## src/rtl/key_input_ctrl_if.sv

```systemverilog
// Bus bundle for key_input_ctrl: raw key/switch inputs and debounced event outputs.
interface key_input_ctrl_if;
    logic [1:0] key_n;
    logic [9:0] sw;
    logic [1:0] press;
    logic [1:0] rpt;
    logic [1:0] key_level;
    logic [1:0] mode;
    logic [9:0] sw_q;

    modport master (output key_n, sw, input press, rpt, key_level, mode, sw_q);
    modport slave  (input key_n, sw, output press, rpt, key_level, mode, sw_q);
endinterface

```

## src/rtl/key_input_ctrl.sv

```systemverilog
// key_input_ctrl: two debounced push-buttons with press pulses, mode toggles and a switch snapshot.
// Auto-repeat pulses on rpt are built only when KEY_AUTOREPEAT_EN is defined.
module key_input_ctrl #(
    parameter int DEBOUNCE_CYCLES = 100000,
    parameter int REPEAT_DELAY    = 5000000,
    parameter int REPEAT_PERIOD   = 1000000
) (
    input logic             ADC_CLK_10,
    input logic             rst,
    key_input_ctrl_if.slave bus
);
    localparam int CNT_W = $clog2(DEBOUNCE_CYCLES + 1);
    localparam logic [CNT_W-1:0] DB_LAST = CNT_W'(DEBOUNCE_CYCLES - 1);
    localparam logic [CNT_W-1:0] DB_MAX  = CNT_W'(DEBOUNCE_CYCLES);

    typedef enum logic [1:0] {IDLE, PRESS_WAIT, HELD, RELEASE_WAIT} key_state_e;

    if (DEBOUNCE_CYCLES < 1 || REPEAT_DELAY < 1 || REPEAT_PERIOD < 1) begin : g_bad_cfg
        $error("key_input_ctrl: timing parameters must be at least 1");
    end

    logic [1:0] sync1_q, sync1_d, sync2_q, sync2_d;
    logic [1:0] pk;
    logic [1:0] press_v, rpt_v, level_v;
    logic [1:0] mode_q, mode_d;
    logic [9:0] snap_q, snap_d;

    always_comb begin
        sync1_d = bus.key_n;
        sync2_d = sync1_q;
        pk      = ~sync2_q;
        mode_d  = mode_q ^ press_v;
        snap_d  = (|press_v) ? bus.sw : snap_q;
    end

    // Synchronizers reset to the released (high) level so a held key debounces normally.
    always_ff @(posedge ADC_CLK_10 or posedge rst) begin
        if (rst) begin
            sync1_q <= 2'b11;
            sync2_q <= 2'b11;
            mode_q  <= 2'b00;
            snap_q  <= '0;
        end else begin
            sync1_q <= sync1_d;
            sync2_q <= sync2_d;
            mode_q  <= mode_d;
            snap_q  <= snap_d;
        end
    end

    for (genvar g = 0; g < 2; g++) begin : g_key
        key_state_e       state_q, state_d;
        logic [CNT_W-1:0] cnt_q, cnt_d;
        logic             press_q, press_d;
        logic             level_q, level_d;

        always_comb begin
            state_d = state_q;
            cnt_d   = cnt_q;
            press_d = 1'b0;
            case (state_q)
                IDLE: begin
                    if (pk[g]) begin
                        state_d = PRESS_WAIT;
                        cnt_d   = '0;
                    end
                end
                PRESS_WAIT: begin
                    if (!pk[g]) begin
                        state_d = IDLE;
                    end else if (cnt_q == DB_LAST) begin
                        state_d = HELD;
                        press_d = 1'b1;
                    end else if (cnt_q != DB_MAX) begin
                        cnt_d = cnt_q + 1'b1;
                    end
                end
                HELD: begin
                    if (!pk[g]) begin
                        state_d = RELEASE_WAIT;
                        cnt_d   = '0;
                    end
                end
                RELEASE_WAIT: begin
                    if (pk[g]) begin
                        state_d = HELD;
                    end else if (cnt_q == DB_LAST) begin
                        state_d = IDLE;
                    end else if (cnt_q != DB_MAX) begin
                        cnt_d = cnt_q + 1'b1;
                    end
                end
                default: state_d = IDLE;
            endcase
            level_d = (state_d == HELD) || (state_d == RELEASE_WAIT);
        end

        always_ff @(posedge ADC_CLK_10 or posedge rst) begin
            if (rst) begin
                state_q <= IDLE;
                cnt_q   <= '0;
                press_q <= 1'b0;
                level_q <= 1'b0;
            end else begin
                state_q <= state_d;
                cnt_q   <= cnt_d;
                press_q <= press_d;
                level_q <= level_d;
            end
        end

        assign press_v[g] = press_q;
        assign level_v[g] = level_q;

`ifdef KEY_AUTOREPEAT_EN
        localparam int RPT_TOP = (REPEAT_DELAY > REPEAT_PERIOD) ? REPEAT_DELAY : REPEAT_PERIOD;
        localparam int RPT_W   = $clog2(RPT_TOP + 1);
        localparam logic [RPT_W-1:0] RD_LAST = RPT_W'(REPEAT_DELAY - 1);
        localparam logic [RPT_W-1:0] RP_LAST = RPT_W'(REPEAT_PERIOD - 1);
        localparam logic [RPT_W-1:0] RPT_MAX = RPT_W'(RPT_TOP);

        logic [RPT_W-1:0] rcnt_q, rcnt_d;
        logic             rfirst_q, rfirst_d;
        logic             rpt_q, rpt_d;

        // Counting only while HELD persists; any exit or entry restarts the initial delay.
        always_comb begin
            rcnt_d   = '0;
            rfirst_d = 1'b1;
            rpt_d    = 1'b0;
            if (state_q == HELD && state_d == HELD) begin
                rfirst_d = rfirst_q;
                rcnt_d   = rcnt_q;
                if (rcnt_q == (rfirst_q ? RD_LAST : RP_LAST)) begin
                    rpt_d    = 1'b1;
                    rcnt_d   = '0;
                    rfirst_d = 1'b0;
                end else if (rcnt_q != RPT_MAX) begin
                    rcnt_d = rcnt_q + 1'b1;
                end
            end
        end

        always_ff @(posedge ADC_CLK_10 or posedge rst) begin
            if (rst) begin
                rcnt_q   <= '0;
                rfirst_q <= 1'b1;
                rpt_q    <= 1'b0;
            end else begin
                rcnt_q   <= rcnt_d;
                rfirst_q <= rfirst_d;
                rpt_q    <= rpt_d;
            end
        end

        assign rpt_v[g] = rpt_q;
`else
        assign rpt_v[g] = 1'b0;
`endif
    end

    assign bus.press     = press_v;
    assign bus.rpt       = rpt_v;
    assign bus.key_level = level_v;
    assign bus.mode      = mode_q;
    assign bus.sw_q      = snap_q;
endmodule

```

## src/flat_wrapper.sv

```systemverilog
// flat-port wrapper written by rule: the top's interface ports become plain ports
module key_input_ctrl_flat 
#(
    parameter int DEBOUNCE_CYCLES = 100000,
    parameter int REPEAT_DELAY    = 5000000,
    parameter int REPEAT_PERIOD   = 1000000
)
  (ADC_CLK_10, rst, bus_key_n, bus_sw, bus_press, bus_rpt, bus_key_level, bus_mode, bus_sw_q);
  key_input_ctrl_if bus_i ();
  input logic ADC_CLK_10;
  input logic rst;
  input wire logic [$bits(bus_i.key_n)-1:0] bus_key_n;
  input wire logic [$bits(bus_i.sw)-1:0] bus_sw;
  output wire logic [$bits(bus_i.press)-1:0] bus_press;
  output wire logic [$bits(bus_i.rpt)-1:0] bus_rpt;
  output wire logic [$bits(bus_i.key_level)-1:0] bus_key_level;
  output wire logic [$bits(bus_i.mode)-1:0] bus_mode;
  output wire logic [$bits(bus_i.sw_q)-1:0] bus_sw_q;
  assign bus_i.key_n = bus_key_n;
  assign bus_i.sw = bus_sw;
  assign bus_press = bus_i.press;
  assign bus_rpt = bus_i.rpt;
  assign bus_key_level = bus_i.key_level;
  assign bus_mode = bus_i.mode;
  assign bus_sw_q = bus_i.sw_q;
  key_input_ctrl #(.DEBOUNCE_CYCLES(DEBOUNCE_CYCLES), .REPEAT_DELAY(REPEAT_DELAY), .REPEAT_PERIOD(REPEAT_PERIOD)) u_core (.ADC_CLK_10(ADC_CLK_10), .rst(rst), .bus(bus_i));
endmodule
```

## config.mk

```make
export PLATFORM = sky130hd
export DESIGN_NAME = key_input_ctrl_flat
export DESIGN_NICKNAME = d
export VERILOG_FILES = /design/src/rtl/key_input_ctrl_if.sv /design/src/rtl/key_input_ctrl.sv /design/src/flat_wrapper.sv
export SDC_FILE = /design/constraint.sdc
export NUM_CORES = 1
export LEC_CHECK = 0
export ABC_AREA = 0
export CELL_PAD_IN_SITES_DETAIL_PLACEMENT = 0
export CELL_PAD_IN_SITES_GLOBAL_PLACEMENT = 2
export CORE_MARGIN = 1.5
export CORE_UTILIZATION = 39
export CTS_CLUSTER_SIZE = 20
export DETAILED_ROUTE_END_ITERATION = 8
export PLACE_DENSITY_LB_ADDON = 0.2
export REMOVE_ABC_BUFFERS = 1
export SYNTH_ARGS = -nofsm -noshare
export SYNTH_HDL_FRONTEND = slang
export SYNTH_SLANG_ARGS = --single-unit
```

## constraint.sdc

```tcl
create_clock -name ADC_CLK_10 -period 4.5 [get_ports ADC_CLK_10]
set_input_delay 0.675 -clock ADC_CLK_10 [delete_from_list [all_inputs] [get_ports ADC_CLK_10]]
set_output_delay 0.675 -clock ADC_CLK_10 [all_outputs]
set_load 0.03 [all_outputs]
```

* Word level (Yosys, flattened, before mapping)
Index checks and enable logic that the tools add are counted.
** Operators by class
- Add/sub/neg operators :: 2
- Equality and inequality tests :: 22
- Multiplexer cells :: 34
- Reduce and logical (&&, ||, !) cells :: 7
- Bitwise operators :: 2
** Operator list (count)
- $mux 17 :: 12
- $pmux 17 s4 :: 2
- $add 17x1->17 const B :: 2
- $eq 17x17->1 const B :: 2
- $ne 17x17->1 const B :: 2
- $mux 2 :: 12
- $eq 2x2->1 const B :: 8
- $pmux 2 s4 :: 2
- $ne 2x1->1 const B :: 4
- $ne 2x2->1 const B :: 4
- $reduce_and 4->1 :: 2
- $mux 1 :: 6
- $eq 2x1->1 const B :: 2
- $logic_not 2->1 :: 2
- $logic_or 1x1->1 :: 2
- $not 2->2 :: 1
- $reduce_or 2->1 :: 1
- $xor 2x2->2 :: 1
** Word-level totals
- Register bits after elaboration :: 58
- Output and inout bits :: 18
- Word-level logic and storage cells :: 79
- Input bits :: 14

* Depth between registers and ports, before layout
- Depth after elaboration :: 6
- Gate-level depth with buffers :: 6
- Depth with buffers taken out :: 6

* Worst setup path before layout
OpenSTA, ideal clock, no wires.
- Kind :: reg-to-reg
- Start :: reg u_core.g_key[1].cnt_q[11]
- End :: reg u_core.g_key[1].cnt_q[2]
- Data required time :: 4.381 ns
- Arrival time :: 1.795 ns
- Clock period less this slack :: 1.914 ns
- Setup time :: 0.119 ns
- Path buffers :: 1
- Path slack :: 2.586 ns
- Stages on the path, launching flop included :: 7
- Path through :: dfrtp_1 > or4_1 > or3_1 > buf_2 > a21o_4 > a2bb2oi_2 > a21bo_1
** On the way
- Longest elaborated chain between the ends :: 5
- Elaborated cells between the ends (all ways) :: 7
- Classes of those cells :: eq/ne (2); mux (5)
** Ends and longest elaborated chain
- start, declared :: line key_input_ctrl.sv:53 : logic [CNT_W-1:0] cnt_q, cnt_d;
- start signal, assigned :: line key_input_ctrl.sv:106 : cnt_q <= cnt_d;
- $ne 17x17->1 :: line key_input_ctrl.sv:74, key_input_ctrl.sv:89
- $mux 17
- $mux 17 *
- $mux 17, on equally long branches
- $pmux 17 s4 *
Every way passes the cells marked *; elsewhere a longest branch is shown, timed or not. The select of a mux whose other input is x is not followed.
A chain may end at the register's enable or synchronous reset.

* Worst setup path after layout
- Start :: reg u_core.g_key[0].cnt_q[0]
- End :: reg u_core.g_key[0].cnt_q[8]
** On the way
- Longest elaborated chain between the ends :: 5
- Elaborated cells between the ends (all ways) :: 8
- Classes of those cells :: add/sub (1); eq/ne (2); mux (5)
** Ends and longest elaborated chain
- start, declared :: line key_input_ctrl.sv:53
- start signal, assigned :: line key_input_ctrl.sv:106
- $add 17x1->17 or $ne 17x17->1 (tied branches)
- $mux 17 :: line key_input_ctrl.sv:74, key_input_ctrl.sv:89
- $mux 17 * :: line key_input_ctrl.sv:87 : end else if (cnt_q == DB_LAST) begin
- $mux 17, on equally long branches :: line key_input_ctrl.sv:85, key_input_ctrl.sv:69
- $pmux 17 s4 * :: line key_input_ctrl.sv:61 : case (state_q)
Marked as above.

==> results.toml <==
[placement]
io_buffers = 29
dpl_worst_slack_ns = 2.28
gp_congestion = 0.815
placed_area_mm2 = 0.00332
dp.cells = 416
dp_hpwl_um = 4570

[sta]
relSlewSlack = 0.445
postLayoutSetupSlackWorst_ns = 2.24
fin_tns_setup_ns = 0
slew_violations = 0
post-route-min-period_ns = 2.26
setup_viol = 0
finClkSkew_ns = 0.00798
finalHoldViolations = 0
worst_pin_slew_ns = 0.825
rsz0062_at_grt = "false"
fmax_ghz = 0.442
timing.hold.ws_ns = 0.357
post-route-period-util = 0.502

[cts]
numCtsBuffers = 9
root_buffer = "clkbuf_8"
holdBufCountCts = 0
clk_latency_ns = 0.34
post_cts_buffers = 0
cts_tree = "yes"
htree_levels = 3
clk_pin_slew_worst_paths_ns = 0.07
cts_buffer_depth = 2
clock-sinks = 58
ctsResizeCount = 0

[hold_path]
hp-class = "register to register"
min_path_cells = 0

[die]
io_pins = 32
row_count = 31
die_x_um = 90.3
die_h_um = 90.3
initial_core_util = 0.406
core-area_mm2 = 0.00733
die-area_mm2 = 0.00816

[worst_setup_path]
worstPathArrival_ns = 2.49
crit_type = "register to register"
end_kind = "register"
worstPathMaxFanout = 7
r2r-start = "u_core.g_key[0].cnt_q[0]$_DFFE_PP0P_"
endpoint = "u_core.g_key[0].cnt_q[8]$_DFFE_PP0P_"
cp-start-kind = "register"
worst_path_max_delay_cell = "or3_1"
r2r_end = "u_core.g_key[0].cnt_q[8]$_DFFE_PP0P_"
setup.worst_path.start = "u_core.g_key[0].cnt_q[0]$_DFFE_PP0P_"
path_delay_family = "simple AND/OR/NAND/NOR gates"
cp_num_cells = 6
crit_buf_inv = 0
worstPathCellList = "ha_1 -> nand4_1 -> or3_1 -> a21oi_2 -> nor2_1 -> a31o_2"
required_ns = 4.73
cpPeakStageDelay_ns = 0.49
r2r_setup_slack_ns = 2.24
reg2reg_depth = 6

[yosys]
synth_ff_type = "dfrtp_1"
synth_edf_count = 0
ys_ff_latch = 58
avgSynthCellArea_um2 = 9.88
ys_seq_area_frac = 0.490
syn-cell-area_mm2 = 0.00297
ys.warnings.count = 0
synth_cell_types = 52
async_flop_share = 1.00
syn_inst = 301

[layout]
final_cells = 432
area_growth_pct = 19.1
final_common_cell = "dfrtp_1"
drive_above_1_share = 0.123
final_nets = 346
postLayoutCellArea_mm2 = 0.00354
diodes = 0
final_util = 0.483
final_cell_mix = "54 x dfrtp_1, 29 x clkdlybuf4s50_1, 25 x nand2_1"

[drt]
routed_via_density = 5.44
wl_um = 6790
ant_nets = 0
drt_iter0_drc = 102
routedWlPerCell_um = 15.7
first_pass_iters = 4
post-route-drc-count = 0
dr_total_vias = 2352

[pwr]
power_density_mw_per_mm2 = 339
vdd_drop_max_mv = 0.192
total_power_mw = 1.20
p_leak_nw = 1.51

[global_routing]
grt_pass1_vias = 2274
grt_pass1_wl_um = 11700
antenna_found_initial = 0
grt_max_degree = 35
grt_remaining_overflow = 0
grt_usage = 0.180

[job]
drv_cap = 0

[outcome]
status = "complete, no violations"
-- worst reg2reg max path, delay by kind of cell, from the launching register on --
kind	cells	cell delay (ns)
AND/OR/NAND/NOR	3	0.87
adder cells (fa/ha/maj)	1	0.25
flip-flops	1	0.40
AO/OA/AOI/OAI	2	0.63
-- synth_stat cells (4+ instances only) --
cell type  count  area (um^2)
dfrtp_1       54         1350
nand2_1       25         93.8
nand3_1       21          105
nor2_1        19         71.3
a21oi_1       13         65.1
inv_1         13         48.8
o21ai_0       13         65.1
o31ai_1       13         97.6
mux2_2        10          113
a31oi_1        8         50.1
and3_1         8         50.1
clkbuf_1       8         30.0
nand4_1        8         50.1
buf_4          6         45.0
nand4b_1       6         52.6
nor3_1         6         30.0
xor2_1         6         52.6
or3_1          5         31.3
dfstp_2        4          105
ha_1           4         50.1
nor4_1         4         25.0
-- logic make-up (layout without fill, tap and decap cells) --
group	Yosys count	after routing	share of synthesized area
DFF	58	58	0.490
adders and majority gates	4	4	0.0168
xor gates and xnor gates	8	8	0.0236
buffers and inverters	30	61	0.0467
AOI/OAI and AO/OA	69	69	0.162
other	1	2	0.00126
and+or+nand+nor	118	118	0.212
muxes	13	13	0.0480
-- routing by layer --
metal,GRT usage,up-vias,share of wire
met5,0,-,0
met4,0.0476,0,0.0041
met3,0.0581,2,0.043
met2,0.251,53,0.42
met1,0.266,1140,0.53
li1,-,1157,-
-- cell type report --
type	instances	area, um^2
clock inverters	5	77.6
inverters	13	48.8
flip-flops and latches	58	1460
clock buffers	11	141
well taps	99	124
multi-input cells	214	1380
fillers	701	3790
repair buffers	32	313
-- how the worst min path moves through the flow --
stage                                 from                          end  slack, ns
3_3_place_gp   u_core.sync1_q[1]$_DFF_PP1_  u_core.sync2_q[1]$_DFF_PP1_       0.35
2_1_floorplan  u_core.sync1_q[0]$_DFF_PP1_  u_core.sync2_q[0]$_DFF_PP1_       0.35
6_report       u_core.sync1_q[1]$_DFF_PP1_  u_core.sync2_q[1]$_DFF_PP1_       0.36
3_5_place_dp   u_core.sync1_q[1]$_DFF_PP1_  u_core.sync2_q[1]$_DFF_PP1_       0.35
4_1_cts        u_core.sync1_q[1]$_DFF_PP1_  u_core.sync2_q[1]$_DFF_PP1_       0.36
5_1_grt        u_core.sync1_q[1]$_DFF_PP1_  u_core.sync2_q[1]$_DFF_PP1_       0.37
-- where the power goes --
| part | switching (mW) | internal (mW) | leakage, nW |
|---|---|---|---|
| registers | 0.0263 | 0.542 | 0.764 |
| logic | 0.0548 | 0.0437 | 0.632 |
| clock network | 0.210 | 0.325 | 0.109 |
| total | 0.291 | 0.910 | 1.51 |
-- state kept, by name (all words and copies together) (netlist names) --
name / count
u_core.g_key.cnt_q: 34
u_core.bus.sw_q: 10
u_core.g_key.state_q: 4
u_core.bus.mode: 2
u_core.g_key.level_q: 2
u_core.g_key.press_q: 2
u_core.sync1_q: 2
u_core.sync2_q: 2
(Power assumes the default switching activity.)
